## src/rtl/if_fetch_if.sv

```systemverilog
// Memory-side bus of the instruction-fetch stage: one word-read request
// (req/addr, held until done) and a one-cycle done pulse carrying the word.
// Signal names keep the direction suffix as seen from the fetch stage.
interface if_fetch_if;
   logic        mem_req_o;
   logic [31:0] mem_addr_o;
   logic        mem_done_in;
   logic [31:0] mem_data_in;

   // Fetch stage side
   modport master (
      output mem_req_o,
      output mem_addr_o,
      input  mem_done_in,
      input  mem_data_in
   );

   // Memory controller side
   modport slave (
      input  mem_req_o,
      input  mem_addr_o,
      output mem_done_in,
      output mem_data_in
   );
endinterface

```

## src/rtl/if_fetch.sv

```systemverilog
// Instruction-fetch stage. Reads the aligned word at pc_in through the memory
// bus, hands {pc, inst} to the IF/ID latch and keeps stall_req_o high so the PC
// register holds until the word is accepted. A redirect while a read is in
// flight marks the returning word as stale so it is dropped.
// Optional feature: define ICACHE_EN for a direct-mapped one-word-per-line
// instruction cache (ICACHE_LINES entries) that serves hits from IDLE in a
// single cycle. Without ICACHE_EN every fetch goes to memory.
module if_fetch #(
   parameter int unsigned ICACHE_LINES = 256,
   parameter int unsigned STALL_W      = 6
) (
   input  logic               clk_in,
   input  logic               rst_in,
   input  logic               rdy_in,
   input  logic [STALL_W-1:0] stall_in,
   input  logic               jump_enable,
   input  logic [31:0]        pc_in,
   output logic               stall_req_o,
   if_fetch_if.master         mem,
   output logic [31:0]        if_pc_o,
   output logic [31:0]        if_inst_o,
   output logic               if_valid_o
);

   typedef enum logic {
      S_IDLE = 1'b0,
      S_WAIT = 1'b1
   } state_t;

   state_t      state_q, state_d;
   logic        flush_q, flush_d;
   logic        mem_req_q, mem_req_d;
   logic [31:0] mem_addr_q, mem_addr_d;
   logic [31:0] if_pc_q, if_pc_d;
   logic [31:0] if_inst_q, if_inst_d;
   logic        if_valid_q, if_valid_d;

   logic [31:0] pc_aligned;
   logic        go;
   logic        done_acc;
   logic        deliver_mem;
   logic        idle_hit;
   logic [31:0] hit_data;

   assign pc_aligned = {pc_in[31:2], 2'b00};
   // A new fetch may start only when nothing redirects or holds IF/ID.
   assign go          = rdy_in && !jump_enable && !stall_in[1];
   assign done_acc    = rdy_in && (state_q == S_WAIT) && mem.mem_done_in;
   // A word returning in the same cycle as a redirect is dropped directly.
   assign deliver_mem = done_acc && !flush_q && !jump_enable;

`ifdef ICACHE_EN
   localparam int unsigned IDX_W = $clog2(ICACHE_LINES);
   localparam int unsigned TAG_W = 30 - IDX_W;

   logic [31:0]             line_data_q [ICACHE_LINES];
   logic [TAG_W-1:0]        line_tag_q  [ICACHE_LINES];
   logic [ICACHE_LINES-1:0] line_vld_q;

   logic [IDX_W-1:0] rd_idx;
   logic [TAG_W-1:0] rd_tag;
   logic [IDX_W-1:0] wr_idx;
   logic             hit;

   assign rd_idx   = pc_in[2+IDX_W-1:2];
   assign rd_tag   = pc_in[31:2+IDX_W];
   assign wr_idx   = mem_addr_q[2+IDX_W-1:2];
   assign hit      = line_vld_q[rd_idx] && (line_tag_q[rd_idx] == rd_tag);
   assign hit_data = line_data_q[rd_idx];
   assign idle_hit = (state_q == S_IDLE) && go && hit;

   // Line valid bits: cleared only by reset, set by every accepted memory return.
   always_ff @(posedge clk_in or negedge rst_in) begin
      if (!rst_in) begin
         line_vld_q <= '0;
      end else if (done_acc) begin
         line_vld_q[wr_idx] <= 1'b1;
      end
   end

   // Line payload: every accepted return fills its line, stale or not.
   always_ff @(posedge clk_in) begin
      if (done_acc) begin
         line_data_q[wr_idx] <= mem.mem_data_in;
         line_tag_q[wr_idx]  <= mem_addr_q[31:2+IDX_W];
      end
   end
`else
   assign hit_data = '0;
   assign idle_hit = 1'b0;
`endif

   // Bits of the inputs and configuration this stage does not look at.
   localparam logic [31:0] LINES_V = 32'(ICACHE_LINES);
   logic unused_ok;
   assign unused_ok = ^{pc_in[1:0], stall_in[STALL_W-1:2], stall_in[0], LINES_V[0]};

   // The PC may only move on the edge that latches an instruction.
   assign stall_req_o = !(deliver_mem || idle_hit);

   // Next-state and output logic; everything holds while rdy_in is low.
   always_comb begin
      state_d    = state_q;
      flush_d    = flush_q;
      mem_req_d  = mem_req_q;
      mem_addr_d = mem_addr_q;
      if_pc_d    = if_pc_q;
      if_inst_d  = if_inst_q;
      if_valid_d = if_valid_q;

      if (rdy_in) begin
         // A delivered word lives one cycle unless IF/ID is held; a redirect always kills it.
         if (jump_enable || !stall_in[1]) begin
            if_valid_d = 1'b0;
         end

         case (state_q)
            S_IDLE: begin
               if (idle_hit) begin
                  if_pc_d    = pc_aligned;
                  if_inst_d  = hit_data;
                  if_valid_d = 1'b1;
               end else if (go) begin
                  mem_req_d  = 1'b1;
                  mem_addr_d = pc_aligned;
                  state_d    = S_WAIT;
               end
            end
            S_WAIT: begin
               if (mem.mem_done_in) begin
                  mem_req_d = 1'b0;
                  state_d   = S_IDLE;
                  flush_d   = 1'b0;
                  if (deliver_mem) begin
                     if_pc_d    = mem_addr_q;
                     if_inst_d  = mem.mem_data_in;
                     if_valid_d = 1'b1;
                  end else if (flush_q) begin
                     if_valid_d = 1'b0;
                  end
               end else if (jump_enable) begin
                  flush_d = 1'b1;
               end
            end
            default: begin
               state_d = S_IDLE;
            end
         endcase
      end
   end

   // State and output registers with asynchronous active-low reset.
   always_ff @(posedge clk_in or negedge rst_in) begin
      if (!rst_in) begin
         state_q    <= S_IDLE;
         flush_q    <= 1'b0;
         mem_req_q  <= 1'b0;
         mem_addr_q <= '0;
         if_pc_q    <= '0;
         if_inst_q  <= '0;
         if_valid_q <= 1'b0;
      end else begin
         state_q    <= state_d;
         flush_q    <= flush_d;
         mem_req_q  <= mem_req_d;
         mem_addr_q <= mem_addr_d;
         if_pc_q    <= if_pc_d;
         if_inst_q  <= if_inst_d;
         if_valid_q <= if_valid_d;
      end
   end

   assign mem.mem_req_o  = mem_req_q;
   assign mem.mem_addr_o = mem_addr_q;
   assign if_pc_o        = if_pc_q;
   assign if_inst_o      = if_inst_q;
   assign if_valid_o     = if_valid_q;

endmodule
```

## src/flat_wrapper.sv

```systemverilog
// flat-port wrapper written by rule: the top's interface ports become plain ports
module if_fetch_flat 
#(
   parameter int unsigned ICACHE_LINES = 256,
   parameter int unsigned STALL_W      = 6
)
  (clk_in, rst_in, rdy_in, stall_in, jump_enable, pc_in, stall_req_o, if_pc_o, if_inst_o, if_valid_o, mem_mem_req_o, mem_mem_addr_o, mem_mem_done_in, mem_mem_data_in);
  if_fetch_if mem_i ();
  input  logic clk_in;
  input  logic rst_in;
  input  logic rdy_in;
  input  logic [STALL_W-1:0] stall_in;
  input  logic jump_enable;
  input  logic [31:0] pc_in;
  output logic stall_req_o;
  output logic [31:0] if_pc_o;
  output logic [31:0] if_inst_o;
  output logic if_valid_o;
  output wire logic [$bits(mem_i.mem_req_o)-1:0] mem_mem_req_o;
  output wire logic [$bits(mem_i.mem_addr_o)-1:0] mem_mem_addr_o;
  input wire logic [$bits(mem_i.mem_done_in)-1:0] mem_mem_done_in;
  input wire logic [$bits(mem_i.mem_data_in)-1:0] mem_mem_data_in;
  assign mem_mem_req_o = mem_i.mem_req_o;
  assign mem_mem_addr_o = mem_i.mem_addr_o;
  assign mem_i.mem_done_in = mem_mem_done_in;
  assign mem_i.mem_data_in = mem_mem_data_in;
  if_fetch #(.ICACHE_LINES(ICACHE_LINES), .STALL_W(STALL_W)) u_core (.clk_in(clk_in), .rst_in(rst_in), .rdy_in(rdy_in), .stall_in(stall_in), .jump_enable(jump_enable), .pc_in(pc_in), .stall_req_o(stall_req_o), .mem(mem_i), .if_pc_o(if_pc_o), .if_inst_o(if_inst_o), .if_valid_o(if_valid_o));
endmodule
```

## config.mk

```make
export PLATFORM = sky130hd
export DESIGN_NAME = if_fetch_flat
export DESIGN_NICKNAME = d
export VERILOG_FILES = /design/src/rtl/if_fetch_if.sv /design/src/rtl/if_fetch.sv /design/src/flat_wrapper.sv
export SDC_FILE = /design/constraint.sdc
export NUM_CORES = 1
export LEC_CHECK = 0
export BUFFER_PORTS_ARGS = -buffer_cell sky130_fd_sc_hd__buf_2
export CORE_MARGIN = 8
export CORE_UTILIZATION = 52
export CTS_BUF_LIST = sky130_fd_sc_hd__clkbuf_8
export DETAILED_ROUTE_END_ITERATION = 8
export GPL_ROUTABILITY_DRIVEN = 0
export PLACE_DENSITY = 0.9
export SYNTH_ARGS = -nofsm -noshare
export SYNTH_HDL_FRONTEND = slang
export SYNTH_SLANG_ARGS = --single-unit
```

## constraint.sdc

```tcl
create_clock -name clk_in -period 3.3 [get_ports clk_in]
set_input_delay 0.825 -clock clk_in [delete_from_list [all_inputs] [get_ports clk_in]]
set_output_delay 0.825 -clock clk_in [all_outputs]
set_load 0.02 [all_outputs]
```

Word-level counts from Yosys, hierarchy flattened. Index checks and enable logic that the tools add are counted.

Equality and inequality tests: 3. Mux-type cells: 19. Bitwise operators: 1. Reductions and logical operators: 16.

Operators with widths (number): $mux 32 (6); $mux 1 (10); $reduce_and 3->1 (3); $logic_and 1x1->1 (6); $pmux 1 s2 (3); $logic_not 1->1 (4); $ne 2x2->1 const B (2); $reduce_and 4->1 (1); $ne 2x1->1 const B (1); $reduce_bool 2->1 (1); $logic_or 1x1->1 (1); $not 1->1 (1).

Bits in registers: 98. Input port bits: 75. Output and inout port bits: 99. Logic and storage cells: 46.

Depth between registers and ports, before layout.
Depth after elaboration: 7. Mapped depth: 5. Mapped depth without buffers: 3.

Worst setup path before layout. No wires, ideal clock.

Path kind: in2out. Start point: input port mem_mem_done_in. End point: output port stall_req_o. Arrival: 1.532 ns. Data required time: 2.475 ns. Slack: 0.943 ns. Stages: 4. Path buffers: 2. Cells stage by stage: nand3_1 or3_1 buf_4 buf_6.

Word-level cells in the longest chain between the ends: 4.

RTL lines: from (decl) (RTL line flat_wrapper.sv:21) `input wire logic [$bits(mem_i.mem_done_in)-1:0] mem_mem_done_in;`; $logic_and 1x1->1 (RTL line if_fetch.sv:48) `assign done_acc = rdy_in && (state_q == S_WAIT) && mem.mem_done_in;`; $logic_and 1x1->1 (2 in series) (RTL line if_fetch.sv:50) `assign deliver_mem = done_acc && !flush_q && !jump_enable;`; $logic_not 1->1 (RTL line if_fetch.sv:99) `assign stall_req_o = !(deliver_mem || idle_hit);`; to (decl) (RTL line flat_wrapper.sv:15) `output logic stall_req_o;`.

No other way between the ends.

Worst setup path after layout.
Start point: input port rdy_in. End point: output port stall_req_o.

Word-level cells in the longest chain between the ends: 5.

RTL lines: from (decl) (RTL line flat_wrapper.sv:11) `input logic rdy_in;`; $logic_and 1x1->1 (2 in series) (RTL line if_fetch.sv:48); $logic_and 1x1->1 (2 in series) (RTL line if_fetch.sv:50); $logic_not 1->1 (RTL line if_fetch.sv:99).

No other way between the ends.

==> impl_metrics.yaml <==
cts:
  cts_tree: "built"
  cts_buffer_depth: 2
  cts_hold_buf: 0
  root_buffer: "clkbuf_8"
  cts.htree.levels: 3
  numCtsBuffers: 9
  cts_setup_buffers: 0
  clk_latency_ns: 0.34
  clk_pin_slew_ns: 0.09
  clock_sinks: 96
  cts_resized: 0
sta:
  hold_slack_ns: 0.3650
  clock_skew_ns: 0.007388
  max_freq_mhz: 412.0
  grt_setup_unrepaired: "false"
  hold_viol_final: 0
  final.setup.tns_ns: 0
  period_share: 0.7355
  setup_viol: 0
  drv_slew: 0
  post-route-min-period_ns: 2.427
global_routing:
  grt_start_max_net_pins: 64
  gr-total-overflow: 0
  first_global_vias: 2640
  grtUsageTotal: 0.1665
  grt_first_pass_wirelength_um: 13500
  antenna_found_initial: 0
place:
  post-dp-hpwl_um: 6497
  io_buffers: 162
  placed_area_mm2: 0.004758
cells_and_area:
  fin_util: 0.6883
  drive_gt1_frac: 0.7036
  num-nets-final: 458
  design_area_mm2: 0.004966
  syn_to_final_growth_pct: 28.61
  diodes: 0
logic_synthesis:
  ys_seq_area_frac: 0.6222
  synth_cell_types: 16
  syn_area_mm2: 0.003861
  synth_top_area_frac: 0.6222
  syn_area_per_cell_um2: 17.79
  synth_area_leaders: "dfrtp_1 62%, mux2_4 23%, mux2_2 9.3%"
  synth_cells: 217
  synth_top_area_cell: "dfrtp_1"
  yosysWarnings: 0
  postSynthRegisterBits: 96
critical_path:
  r2r-start: "u_core.state_q"
  r2r-end: "u_core.if_pc_o[17]"
  ff2ff_setup_slack_ns: 1.53
  cp-endpoint: "stall_req_o"
  rr_worst_depth: 4
  cp_max_fo: 5
  required_ns: 2.47
  cp.arrival_ns: 1.60
  crit_start: "rdy_in"
  cp-end-kind: "output port"
  start_kind: "input port"
  path_class: "input port to output port"
floorplanning:
  fp.dieW_um: 102.2
  io_pins: 174
  start_util: 0.5352
  die_y_um: 102.2
  num_rows: 31
  core_area_mm2: 0.007214
  dieArea_mm2: 0.01044
drt:
  routedWlPerCell_um: 17.78
  vias: 2361
  dr.pass1.iters: 4
  drtAntennaViolNets: 0
  drt_wl_total_um: 8657
  drc: 0
  viasPerCell: 4.848
  drt_iter0_drc: 27
hold_path:
  hold_class: "input port to async pin"
power:
  vdd_drop_max_uv: 502.5
  power_density_mw_per_mm2: 887.8
  power_leakage_nw: 2.738
job:
  maxCapViolCount: 0
status:
  status: "finished clean"
-- worst min-delay path by stage --
stage                                 to                  from  cells after the start  slack [ns]
finish                u_core.if_pc_o[31]                rst_in                      1        0.37
global route          u_core.if_pc_o[31]                rst_in                      1        0.37
CTS                   u_core.if_pc_o[31]                rst_in                      1        0.36
detailed placement  u_core.mem.mem_req_o  u_core.mem.mem_req_o                      1        0.47
global placement    u_core.mem.mem_req_o  u_core.mem.mem_req_o                      1        0.46
floorplan                 u_core.flush_q        u_core.flush_q                      2        0.51
-- registers in the layout, indices dropped and copies added, names as in the netlist --
register / count
u_core.flush_q: 1
u_core.mem.mem_addr_o: 30
u_core.state_q: 1
u_core.if_inst_o: 32
u_core.mem.mem_req_o: 1
u_core.if_valid_o: 1
u_core.if_pc_o: 30
-- kinds of logic (layout without fill, tap and decap cells) --
logic type / count (synthesis) / count (layout) / share of synthesized area
flops: 96 / 96 / 0.6222
mux: 92 / 92 / 0.3247
buf+inv: 17 / 185 / 0.03402
compound gates: 6 / 6 / 0.01004
simple gates: 5 / 5 / 0.008101
other cells: 1 / 4 / 0.0009712
-- metrics by stage --
step,worst slack (ns),instances,total power [mW]
detailed placement,0.8832,471,3.686
finish,0.8730,487,4.409
global route,0.8422,487,4.645
global placement,0.9101,471,3.612
floorplan,0.9427,220,3.015
CTS,0.8824,487,4.463
-- where the power goes --
| part | total [mW] | switching (mW) | internal (mW) |
|---|---|---|---|
| sequential | 1.88 | 0.261 | 1.62 |
| combinational | 1.76 | 0.942 | 0.823 |
| clock | 0.768 | 0.379 | 0.389 |
| total | 4.41 | 1.58 | 2.83 |
-- area by class of cell --
cell class              count  area, um2
flip-flops and latches     96       2402
fillers                   526       2248
multi-input cells         107       1353
repair buffers            166      868.3
clock buffers              11      151.4
well taps                  99      123.9
clock inverters             5      56.30
inverters                   3      11.26
-- layout by cell type, fill, tap and decap left out --
cell type	synthesis	final
clkinvlp_4	0	3
mux2_4	58	58
conb_1	1	4
clkbuf_8	0	11
nor4_4	0	1
mux2_1	2	2
buf_4	5	3
dfrtp_1	96	96
bufinv_16	0	1
nand3_1	1	1
buf_12	0	2
mux2_2	32	32
or3_4	0	1
nand2_1	2	2
a31oi_1	3	3
o21ai_0	1	1
a21o_1	2	2
buf_2	3	161
inv_1	3	4
-- critical path, stage by stage --
cell,delay (ns)
buf_2,0.13
nand3_1,0.09
or3_4,0.37
buf_2,0.18
-- per-layer routing --
metal	global-route usage	wire, um
met5	0	0
met4	0.05305	128
met3	0.05518	852
met2	0.2844	4293
met1	0.1928	3383
-- cells in the mapped netlist --
cell type   n
a31oi_1     3
nand2_1     2
buf_2       3
conb_1      1
mux2_1      2
nor4_2      1
buf_4       5
o21ai_0     1
a21o_1      2
nand3_1     1
mux2_4     58
inv_1       3
buf_6       6
mux2_2     32
dfrtp_1    96
or3_1       1
Note: power is estimated with default switching activity, not from simulation.
